**src/rtl/mger_seg_mult_pipe.sv**
```systemverilog
// ---------------------------------------------------------------------------
// mger_seg_mult_pipe
//
// Pipelined segmented unsigned multiplier for the MGER approximate-multiplier
// datapath. Each W-bit operand is split into high/low K-bit halves (K = W/2).
// Stage 1 registers the four KxK partial products plus mode and a "low half
// is zero" flag. Stage 2 registers the recombined 2W-bit result: either the
// exact product, or the MGER approximation which drops the low x low block
// and adds a fixed compensation of 2^(2K-2) unless a low half is zero.
//
// Handshake: a beat transfers on any rising edge where valid & ready are both
// high. A producer holding valid may change data only after the transfer.
// in_ready depends combinationally on out_ready (no skid buffer).
//
// Parameters:
//   W            operand width, even and >= 4
// Ports:
//   clk          clock, rising edge
//   rst_n        synchronous active-low reset
//   in_valid     operand beat valid
//   in_ready     block can accept a beat this cycle
//   in_a, in_b   unsigned operands (W bits)
//   in_mode      0 = exact, 1 = approximate
//   out_valid    result beat valid
//   out_ready    downstream accepts the result
//   out_product  result (2W bits)
//   out_mode     mode that produced out_product
// ---------------------------------------------------------------------------
module mger_seg_mult_pipe #(
  parameter int W = 8
) (
  input  logic             clk,
  input  logic             rst_n,
  input  logic             in_valid,
  output logic             in_ready,
  input  logic [W-1:0]     in_a,
  input  logic [W-1:0]     in_b,
  input  logic             in_mode,
  output logic             out_valid,
  input  logic             out_ready,
  output logic [2*W-1:0]   out_product,
  output logic             out_mode
);

  localparam int K  = W / 2;
  localparam int PW = 2 * W;

  // Operand halves
  logic [K-1:0] a_h, a_l, b_h, b_l;
  assign a_h = in_a[W-1:K];
  assign a_l = in_a[K-1:0];
  assign b_h = in_b[W-1:K];
  assign b_l = in_b[K-1:0];

  // Stage 1 state
  logic         s1_valid;
  logic         s1_mode;
  logic         s1_lz;
  logic [W-1:0] s1_hh, s1_hl, s1_lh, s1_ll;

  // Stage 2 state (drives the outputs directly)
  logic          s2_valid;
  logic [PW-1:0] s2_product;
  logic          s2_mode;

  // Flow control
  logic s2_advance;
  logic s1_advance;
  logic in_accept;

  assign s2_advance = s2_valid & out_ready;
  assign s1_advance = s1_valid & (!s2_valid | s2_advance);
  assign in_ready   = !s1_valid | s1_advance;
  assign in_accept  = in_valid & in_ready;

  // KxK partial products, each fits in 2K = W bits
  logic [W-1:0] pp_hh, pp_hl, pp_lh, pp_ll;
  assign pp_hh = W'(a_h) * W'(b_h);
  assign pp_hl = W'(a_h) * W'(b_l);
  assign pp_lh = W'(a_l) * W'(b_h);
  assign pp_ll = W'(a_l) * W'(b_l);

  always_ff @(posedge clk) begin
    if (!rst_n) begin
      s1_valid <= 1'b0;
      s1_mode  <= 1'b0;
      s1_lz    <= 1'b0;
      s1_hh    <= '0;
      s1_hl    <= '0;
      s1_lh    <= '0;
      s1_ll    <= '0;
    end else if (in_accept) begin
      s1_valid <= 1'b1;
      s1_mode  <= in_mode;
      s1_lz    <= (a_l == '0) | (b_l == '0);
      s1_hh    <= pp_hh;
      s1_hl    <= pp_hl;
      s1_lh    <= pp_lh;
      s1_ll    <= pp_ll;
    end else if (s1_advance) begin
      s1_valid <= 1'b0;
    end
  end

  // Recombination at full 2W width. HH << 2K is HH placed in the top W bits.
  logic [PW-1:0] sum_hh, sum_mid, sum_low, sum_total;
  assign sum_hh  = {s1_hh, {W{1'b0}}};
  assign sum_mid = (PW'(s1_hl) + PW'(s1_lh)) << K;

  // Approximate mode replaces LL with a constant midpoint estimate, except
  // when a low half is zero, where LL is known to be exactly zero.
  always_comb begin
    sum_low = PW'(s1_ll);
    if (s1_mode) begin
      sum_low = s1_lz ? '0 : (PW'(1) << (2 * K - 2));
    end
  end

  assign sum_total = sum_hh + sum_mid + sum_low;

  always_ff @(posedge clk) begin
    if (!rst_n) begin
      s2_valid   <= 1'b0;
      s2_product <= '0;
      s2_mode    <= 1'b0;
    end else if (s1_advance) begin
      s2_valid   <= 1'b1;
      s2_product <= sum_total;
      s2_mode    <= s1_mode;
    end else if (s2_advance) begin
      // Data is left in place; only the valid bit drops.
      s2_valid <= 1'b0;
    end
  end

  assign out_valid   = s2_valid;
  assign out_product = s2_product;
  assign out_mode    = s2_mode;

endmodule

```
**config.mk**
```make
export PLATFORM = sky130hd
export DESIGN_NAME = mger_seg_mult_pipe
export DESIGN_NICKNAME = d
export VERILOG_FILES = /design/src/rtl/mger_seg_mult_pipe.sv
export SDC_FILE = /design/constraint.sdc
export NUM_CORES = 1
export LEC_CHECK = 0
export CORE_MARGIN = 3
export CORE_UTILIZATION = 40
export CTS_CLUSTER_DIAMETER = 80
export DETAILED_ROUTE_END_ITERATION = 10
export HOLD_SLACK_MARGIN = 0.02
export PLACE_DENSITY = 0.67
export SETUP_SLACK_MARGIN = 0.05
export SYNTH_ARGS = -nofsm -noshare
export SYNTH_HDL_FRONTEND = slang
export SYNTH_SLANG_ARGS = --single-unit
```
**constraint.sdc**
```tcl
create_clock -name clk -period 4.05 [get_ports clk]
set_input_delay 0.81 -clock clk [delete_from_list [all_inputs] [get_ports clk]]
set_output_delay 0.81 -clock clk [all_outputs]
set_load 0.02 [all_outputs]
```
=== After elaboration in Yosys (flattened, before gate mapping) ===
Cells that the tools add are included.

* Input bits: 21
* Output and inout bits: 19
* Logic and storage cells: 35
* Flip-flop bits (word level): 53

* $add $sub $neg: 3
* Reduce and logical (&&, ||, !) cells: 6
* Muxes and demuxes: 6
* Bitwise gates (word level): 6
* Multiply operators: 4

{| class="wikitable"
|+ Operators with widths
! operator !! number
|-
| $mul A4 B4 Y8 || 4
|-
| $add A16 B13 Y16 || 1
|-
| $add A16 B16 Y16 || 1
|-
| $add A8 B8 Y9 || 1
|-
| $logic_not A4 Y1 || 2
|-
| $mux W8 || 1
|-
| $mux W7 || 1
|-
| $mux W1 || 4
|-
| $reduce_bool A2 Y1 || 2
|-
| $and A1 B1 Y1 || 3
|-
| $or A1 B1 Y1 || 3
|-
| $logic_not A1 Y1 || 2
|}

=== Depth between registers and ports, before layout ===
* Depth after elaboration: 6
* Mapped depth: 13
* Gate-level depth less buffers: 13

=== Worst setup path after synthesis ===
Ideal clock, no wire load.

* Path kind: input-to-reg
* Start: input in_a[0]
* End: register s1_ll[6]
* Data arrival time: 3272 ps
* Buffers on the path: 1
* Stages: 12
* Library setup time: 70 ps
* Path slack: 707 ps
* Cells stage by stage: clkbuf_1 > nand2_1 > fa_1 > inv_1 > fa_1 > inv_1 > fa_1 > nor2b_1 > o21a_1 > nor3_1 > nand3b_1 > a21oi_1

* Cells in the longest elaborated chain, start to end: 1

{| class="wikitable"
|+ Ends and longest elaborated chain
! element !! line !! text
|-
| start: declaration || 36 || <nowiki>input logic [W-1:0] in_a,</nowiki>
|-
| $mul A4 B4 Y8 || 81 || <nowiki>assign pp_ll = W'(a_l) * W'(b_l);</nowiki>
|-
| end signal: assignment || 99 || <nowiki>s1_ll <= pp_ll;</nowiki>
|-
| end: declaration || 59 || <nowiki>logic [W-1:0] s1_hh, s1_hl, s1_lh, s1_ll;</nowiki>
|}

No other way between the ends.
A chain may end at the register's enable or synchronous reset.

=== Worst setup path in the final report ===
* Start: input in_b[3]
* End: register s1_ll[7]

* Cells in the longest elaborated chain, start to end: 1

{| class="wikitable"
|+ Ends and longest elaborated chain
! element !! line !! text
|-
| start: declaration || 37 || <nowiki>input logic [W-1:0] in_b,</nowiki>
|-
| $mul A4 B4 Y8 || 81 ||
|}

No other way between the ends.

==> results.md <==
* Worst hold path class: reg2reg
* Worst-path clk slew at 0.10 ns
* Post CTS Setup Buffer Count at 0
* Yosys warns at 0
* Post-synth ARST share at 0%
* Max Slew Vio Count at 0
* Status: completed
* FF+latch count, synth at 53
* Detailed-placement wirelength estimate at 8.11 mm
* Synth cell count leaders: nand2_1, ha_1, a21oi_1, dfxtp_1, and2_1
* Post-DP Area at 5020 um^2
* Initial antenna violation count at 0
* Yosys top cell area share at 23.7%
* Setup TNS at 0 ns
* CTS resizes at 0
* Synth area leaders: dfxtp_1, ha_1, fa_1, nand2_1, and2_1
* Cell depth of the worst flop-to-flop path at 12
* Antenna-violating nets left at 0
* CTS root buf: clkbuf_8
* Area of the multi-input gates at 3190 um^2
* Crit Path Class: in2reg
* Slew Limit Headroom at 52.0%
* Final non-filler cell total at 715
* Leakage at 2.27 nW
* Vias per Instance at 5.33
* Initial Util at 42.1%
* I/O pin cnt at 40
* Vias in the first global route at 3659
* Post-Syn Instances at 539
* # setup viols final at 0
* Layout Skew at 0.00201 ns
* Peak supply drop at 0.160 mV
* RSZ-0062 raised after global routing: no
* Hold Path End: out_product[7]
* Hold slack final at 0.454 ns
* Total number of vias at 3813
* Sequential Area at 1060 um^2
* DRT Wirelength at 10.1 mm
* GR Util All Layers at 16.3%
* Total gr overflow at 0
* Initial DRC Count at 198
* Final min period at 3.65 ns
* Worst-Margin Slew at 0.720 ns
* Chip Width at 112 um
* Cell Pwr Density at 278 nW/um^2
* Beginning of the worst hold path: out_product[7]
* Die ar. at 12500 um^2
* Cell taking the most area after synthesis: dfxtp_1
* Reg2reg setup slack at 0.80 ns
* Primary FF master, synth: dfxtp_1
* Hold depth at 2
* RR Startpoint: s1_hl[0]
* Clock Sinks at 53
* Synthesis-to-finish area growth at 14.4%
* Finished Cell Area at 5110 um^2
* First-pass GRT wire length at 17.2 mm
* Crit-path most repeated cell: fa_1
* Register area share after synthesis at 23.7%
* Syn nets at 646
* End of the worst register-to-register path: out_product[15]
* N_diodes at 0
* FMAX at 274 MHz
* CP Max Fanout at 9
* Final hold vios at 0
* CP required at 4.26 ns
* Slowest-stage cell, CP: clkdlybuf4s50_1
* RD Place Congestion at 0.803
* Worst Setup Start Kind: input pin
* Number of port buffers at 39
* Core Area at 10600 um^2
* Fillers at 1064
* H-tree depth at 2
* Placed insts at 707
* Clock buffer depth at 2
* WL/cell at 14.1 um
* # hold bufs at CTS at 0
* Cells along the critical path: clkdlybuf4s50_1 > nand2_1 > fa_1 > inv_1 > fa_1 > ha_1 > a21o_1 > a21oi_1 > o21ai_0 > o311ai_0
* Mapped Avg Cell Area at 8.29 um^2
* Top-count cell post-synth: nand2_1
* Row Count at 37
* Maxcap violations at 0
* Worst Setup End Kind: register
* Library cells used by synthesis at 50
* Netlist Area Pre-Place at 4470 um^2
* Power Total at 0.00142 W
* Die height at 112 um
* Num CTS Buffers at 5
* DRC Markers at 0
* Share of cells above drive strength 1 at 4.84%
* Critical path arrival at 3.86 ns
* Worst-Skew Late Latency at 0.31 ns
* Crit path largest cell delay at 0.65 ns
* Nets at 685
* Period utilisation layout at 90.1%
* Post-synth EDFFs at 0
* DR pass1 iterations at 4
* CTS tree: done
* Pin count of the biggest net entering global routing at 23
report_power, final:
group,internal [W],switching [W]
clock network,0.000124,0.000182
registers,0.000561,0.0000277
logic,0.000239,0.000289
placed cells by master, fill, tap and decap left out, drive strengths merged, types with 2 or more instances in the layout:
master	n
a41oi	4
o311ai	5
a21o	9
fa	18
clkbuf	6
nor2b	11
clkdlybuf4s50	39
nor2	18
nand3b	10
nor4	2
o21a	5
xor2	2
nand2	92
a21oi	53
and3	3
buf	14
nand3	11
o211ai	6
nand4	6
xnor2	14
o21ai	16
mux2i	3
dfxtp	53
inv	29
ha	68
nor3	9
or3	6
a211oi	8
and2	46
per-stage QoR:
| stage | util (%) | setup WS [ns] |
|---|---|---|
| final | 48.2 | 0.401 |
| after global routing | 48.2 | 0.182 |
| after CTS | 48.2 | 0.420 |
| after detailed placement | 47.4 | 0.0931 |
| after global placement | 47.4 | 0.171 |
| after floorplan | - | 0.707 |
sequential cells by signal (all words and copies together) (netlist names):
register / count
s1_mode: 1
out_valid: 1
s1_lz: 1
s1_ll: 8
out_product: 16
s1_hl: 8
s1_hh: 8
s1_lh: 8
s1_valid: 1
out_mode: 1
worst max-delay path by stage:
stage	start	to	slack (ns)	depth (start not counted)
final	in_b[3]	s1_ll[7]	0.40	10
after CTS	in_b[3]	s1_hl[6]	0.42	12
after floorplan	in_a[0]	s1_ll[6]	0.71	12
after global routing	in_b[3]	s1_ll[7]	0.18	10
after detailed placement	in_b[3]	s1_ll[6]	0.09	12
after global placement	in_b[3]	s1_ll[6]	0.17	12
cell families (layout without fill, tap and decap cells):
group | Yosys count | in the layout | share of synthesized area [%]
DFF | 53 | 53 | 23.7
buffers and inverters | 49 | 89 | 4.82
AOI/OAI and AO/OA | 116 | 116 | 16.4
xor gates and xnor gates | 16 | 16 | 3.14
muxes | 3 | 3 | 0.672
and+or+nand+nor | 216 | 216 | 24.1
adders and majority gates | 86 | 86 | 27.1
cell type report:
type	instances	area share (%)
Multi-Input combinational cell	437	62.5
Sequential cell	53	20.8
Timing Repair Buffer	53	9.70
Tap cell	136	3.33
Inverter	28	2.06
Clock buffer	6	1.42
Clock inverter	2	0.269
critical path: cells and delay by family:
family | cells | cell delay [ns]
fa+ha+maj | 3 | 1.35
compound gates | 4 | 0.85
buf+inv | 2 | 0.71
simple gates | 1 | 0.13
routing by layer:
layer  global-route usage, %  part of all wire (%)  vias to the layer above
met5                       0                     0                        -
met4                    3.97                   1.2                        0
met3                    1.90                   4.0                       10
met2                    25.8                    45                       70
met1                    23.7                    50                     1786
li1                        -                     -                     1947
(Power assumes the default switching activity.)
==> patch 1, RTL diff (same settings) <==
Set the parameter `W` to 10 (it was 8).
--- a/src/rtl/mger_seg_mult_pipe.sv
+++ b/src/rtl/mger_seg_mult_pipe.sv
@@ -27,7 +27,7 @@
 //   out_mode     mode that produced out_product
 // ---------------------------------------------------------------------------
 module mger_seg_mult_pipe #(
-  parameter int W = 8
+  parameter int W = 10
 ) (
   input  logic             clk,
   input  logic             rst_n,
Ports: changed (resized in_a, in_b and out_product); port bits go from 40 to 48. The function was not compared with the original's and may differ.
==> patch 1 against the original RTL <==
Sequential cell count is 12 higher. Synthesized cell count increased by 42%. Wire length rose by 43%. Area after synthesis increased by 40%. Die area rose by 38%. Worst setup slack got worse by 0.21 ns. Hold slack got worse by 0.0065 ns. Final area is 50% higher. Power increased by 89%.
==> patch 1: results (changes against the original RTL) <==
status finished clean (unchanged); pre-CTS setup slack -0.595 ns (was 0.0931 ns); Clock Latency Late Sink 0.33 ns (was 0.31 ns); layout cells sized above 1 0.119 (was 0.0484); Syn Inst Count 768 (was 539); worst vdd ir 0.257 mV (was 0.160 mV); Comb pwr share 0.427 (was 0.371); GR Util All Layers 0.169 (was 0.163); Syn Nets 924 (was 646); depth of the CTS H-tree 3 (was 2); reg2reg setup slack 0.81 ns; Slowest-stage cell, CP fa_1 (was clkdlybuf4s50_1); Clock transition at path regs 0.06 ns (was 0.10 ns); Root Driver clkbuf_16 (was clkbuf_8); count of different cell masters after synthesis 52 (was 50); fin cells 1069 (was 715); first-pass GRT wire length 24.7 mm (was 17.2 mm); pin count of the biggest net entering global routing 54 (was 23); Iter 0 DRT Violations 214 (was 198); crit-path max FO 5 (was 9); gpl congestion 0.876 (was 0.803); Via density 4.98 (was 5.33); vias in the first global route 5093 (was 3659); register area share after synthesis 0.207 (was 0.237); P_leak 3.65 nW (was 2.27 nW); number of flip-flops under the largest register name 20 (was 16); wire length per cell 13.5 µm (was 14.1 µm); Critical Path AT 4.07 ns (was 3.86 ns); Peak Freq 259 MHz (was 274 MHz); CP peak stage delay 0.54 ns (was 0.65 ns); IO buf count 47 (was 39)
## patch 1: cell families after synthesis
kind of cell,count (synthesis),synth area share
AO/OA/AOI/OAI,151,0.152
XOR/XNOR,35,0.0489
adder cells (fa/ha/maj),131,0.307
buffers and inverters,108,0.0668
flip-flops,65,0.207
multiplexers,2,0.00319
AND/OR/NAND/NOR,276,0.215
## patch 1: timing repair
action                                  4_1_cts  5_1_grt
endpoints found under the setup margin       14        8
gates resized for setup                      13        9
pin swaps                                     4        1
## patch 1: worst max-delay path, delay by kind of cell
kind / cells / cell delay (ns)
adders and majority gates: 4 / 1.83
and+or+nand+nor: 3 / 0.24
AOI/OAI and AO/OA: 4 / 0.84
buffers and inverters: 2 / 0.36
## patch 1: layout make-up
cell class / count / area [µm²]
flip-flops and latches: 65 / 1300
clock buffers: 9 / 225
well taps: 211 / 264
multi-input cells: 595 / 4570
fillers: 1506 / 7600
repair buffers: 116 / 976
inverters: 66 / 248
clock inverters: 7 / 76.3
## patch 1: path summary, 6_finish.rpt
| check | from | to | cells past startpoint |
|---|---|---|---|
| max | in_a[6] | s1_hl[8] | 13 |
| min | s1_ll[6] | s1_ll[6] | 2 |
| max reg2reg | s1_hl[0] | out_product[18] | 16 |
| min reg2reg | s1_ll[6] | s1_ll[6] | 2 |
## patch 1: per-layer routing
layer	wire length, µm	part of all wire	vias up	global-route usage
met5	0	0	-	0
met4	168	0.012	0	0.0438
met3	444	0.031	10	0.0226
met2	6440	0.45	90	0.264
met1	7350	0.51	2464	0.247
li1	-	-	2758	-
## patch 1: per-stage QoR
stage	hold WS [ns]	setup TNS, ns
after floorplan	0.427	0
after global placement	0.439	-6.67
after detailed placement	0.441	-7.67
after CTS	0.449	0
after global routing	0.466	0
final	0.448	0
## patch 1: power by group through the flow
stage,clock network [mW],registers [mW],logic [mW]
after floorplan,0,0.771,0.769
after global placement,0,0.766,1.13
after detailed placement,0,0.767,1.14
after CTS,0.798,0.754,1.15
after global routing,0.817,0.762,1.31
final,0.788,0.754,1.15
==> patch 2, RTL diff (config.mk and constraints unchanged) <==
Made on the original files. Add an input register stage for `in_mode`, without a reset; this delays it by one clock. The other inputs are not delayed to match.
--- a/src/rtl/mger_seg_mult_pipe.sv
+++ b/src/rtl/mger_seg_mult_pipe.sv
@@ -45,6 +45,12 @@
   localparam int K  = W / 2;
   localparam int PW = 2 * W;
 
+  logic in_mode_q;
+
+  always_ff @(posedge clk) begin
+    in_mode_q <= in_mode;
+  end
+
   // Operand halves
   logic [K-1:0] a_h, a_l, b_h, b_l;
   assign a_h = in_a[W-1:K];
@@ -91,7 +97,7 @@
       s1_ll    <= '0;
     end else if (in_accept) begin
       s1_valid <= 1'b1;
-      s1_mode  <= in_mode;
+      s1_mode  <= in_mode_q;
       s1_lz    <= (a_l == '0) | (b_l == '0);
       s1_hh    <= pp_hh;
       s1_hl    <= pp_hl;
Behaviour: not the same (Yosys sat finds a counterexample within 4 cycles, from zero or initial values and one cycle with rst_n low).
==> patch 2 against the original RTL <==
Sequential share of layout area rose by 0.25 points. Combinational power fell by 0.8%. Power rose by 5.9%. Wire length fell by 1.6%. Sequential power rose by 2%. Final area rose by 0.66%. Area after synthesis rose by 0.45%. Maximum frequency rose by 1.1%. Via count barely moved. Worst setup slack improved by 0.038 ns. Sequential cell count rose by 1. Largest power group unchanged.
==> patch 2: results (changes against the original RTL) <==
status finished clean (unchanged); GR Util All Layers 0.162 (was 0.163); total CTS buffers 5 (unchanged); M1 GR Usage 0.230 (was 0.237); Slowest-stage cell, CP clkdlybuf4s50_1 (unchanged); P_leak 2.27 nW (about the same); Post-synth EDFFs 0 (unchanged); register area share after synthesis 0.241 (was 0.237); Via density 5.31 (was 5.33); Syn Nets 647 (was 646); worst vdd ir 0.170 mV (was 0.160 mV); headroom to the max-slew limit 0.335 (was 0.520); vias in the first global route 3672 (was 3659); CP peak stage delay 0.60 ns (was 0.65 ns); synth cell count leaders 91 x nand2_1, 68 x ha_1, 54 x dfxtp_1 (was 91 x nand2_1, 68 x ha_1, 53 x a21oi_1, 53 x dfxtp_1, 46 x and2_1); Seq pwr share 0.398 (was 0.414); Area contributors post-synth dfxtp_1 24%, ha_1 19%, fa_1 8.0% (was dfxtp_1 24%, ha_1 19%, fa_1 8.1%); IO buf count 39 (unchanged); number of flip-flops under the largest register name 16 (unchanged); Worst R2R Path Depth 12 (unchanged); detailed placement HPWL 7.98 mm (was 8.11 mm); first-pass GRT wire length 17.0 mm (was 17.2 mm); crit-path max FO 8 (was 9); total setup buffers inserted after CTS 0 (unchanged); Critical Path AT 3.86 ns (about the same); n_diodes 0 (unchanged); Ys Warns 0 (unchanged); gpl congestion 0.829 (was 0.803); Comb pwr share 0.348 (was 0.371); clock buffer depth 2 (unchanged); M2 GR Usage 0.262 (was 0.258); Iter 0 DRT Violations 152 (was 198); DRT Pass-1 Iters 4 (unchanged); Root Driver clkbuf_8 (unchanged); # hold bufs at CTS 0 (unchanged); Clock transition at path regs 0.11 ns; pin count of the biggest net entering global routing 43 (was 23); antenna violations before repair 0 (unchanged); asr flop ratio synth 0 (unchanged); count of different cell masters after synthesis 50 (unchanged); depth of the CTS H-tree 2 (unchanged); CTS resizes 0 (unchanged); GR Layer Usage met3 0.0201 (was 0.0190); hold crit path type register to register (unchanged); Clock Latency Late Sink 0.31 ns (about the same); Clock Skew 0.00699 ns (was 0.00201 ns); WHS Path Cells 2 (unchanged); Net Sw Power 510 µW (was 499 µW); Worst path top cell family by delay adder cells (unchanged); Nets 683 (was 685); layout cells sized above 1 0.0451 (was 0.0484); wire length per cell 13.8 µm (was 14.1 µm); fillers 1081 (was 1064)
[patch 2: layout make-up]
class                           instances  area (µm²)  share of cell area
Clock buffer                            5        68.8              0.0134
Multi-Input combinational cell        437        3190               0.621
Clock inverter                          3        48.8             0.00949
Inverter                               28         105              0.0204
Timing Repair Buffer                   50         473              0.0919
Sequential cell                        54        1080               0.210
Tap cell                              140         175              0.0341
[patch 2: stage by stage]
| step | hold slack, ns | total power, mW | cells | setup WS (ns) | instance area (µm²) |
|---|---|---|---|---|---|
| after floorplan | 0.417 | 0.977 | 540 | 0.707 | 4490 |
| after global placement | 0.427 | 1.12 | 709 | 0.183 | 5030 |
| after detailed placement | 0.435 | 1.13 | 709 | 0.0879 | 5030 |
| after CTS | 0.441 | 1.52 | 717 | 0.421 | 5140 |
| after global routing | 0.446 | 1.61 | 717 | 0.259 | 5140 |
| final | 0.438 | 1.51 | 717 | 0.439 | 5140 |
[patch 2: metal layers]
metal  up-vias  share of wire
li1       1951              -
met4         0          0.014
met1      1793           0.50
met5         -              0
met2        56           0.45
met3        10          0.028
[patch 2: worst paths after layout]
| path | to | startpoint | slack, ns |
|---|---|---|---|
| setup / recovery | s1_hh[6] | in_b[7] | 0.44 |
| hold / removal | s1_mode | in_mode_q | 0.44 |
| setup reg to reg | out_product[11] | s1_hl[0] | 0.89 |
| hold reg to reg | s1_mode | in_mode_q | 0.44 |
[patch 2: cells by family (layout without fill, tap and decap cells)]
group           count (synthesis)  after routing  share of synthesized area
compound gates                116            116                      0.164
xor+xnor                       16             16                     0.0312
fa+ha+maj                      86             86                      0.270
buf+inv                        49             86                     0.0480
flops                          54             54                      0.241
mux                             3              3                    0.00669
simple gates                  216            216                      0.240
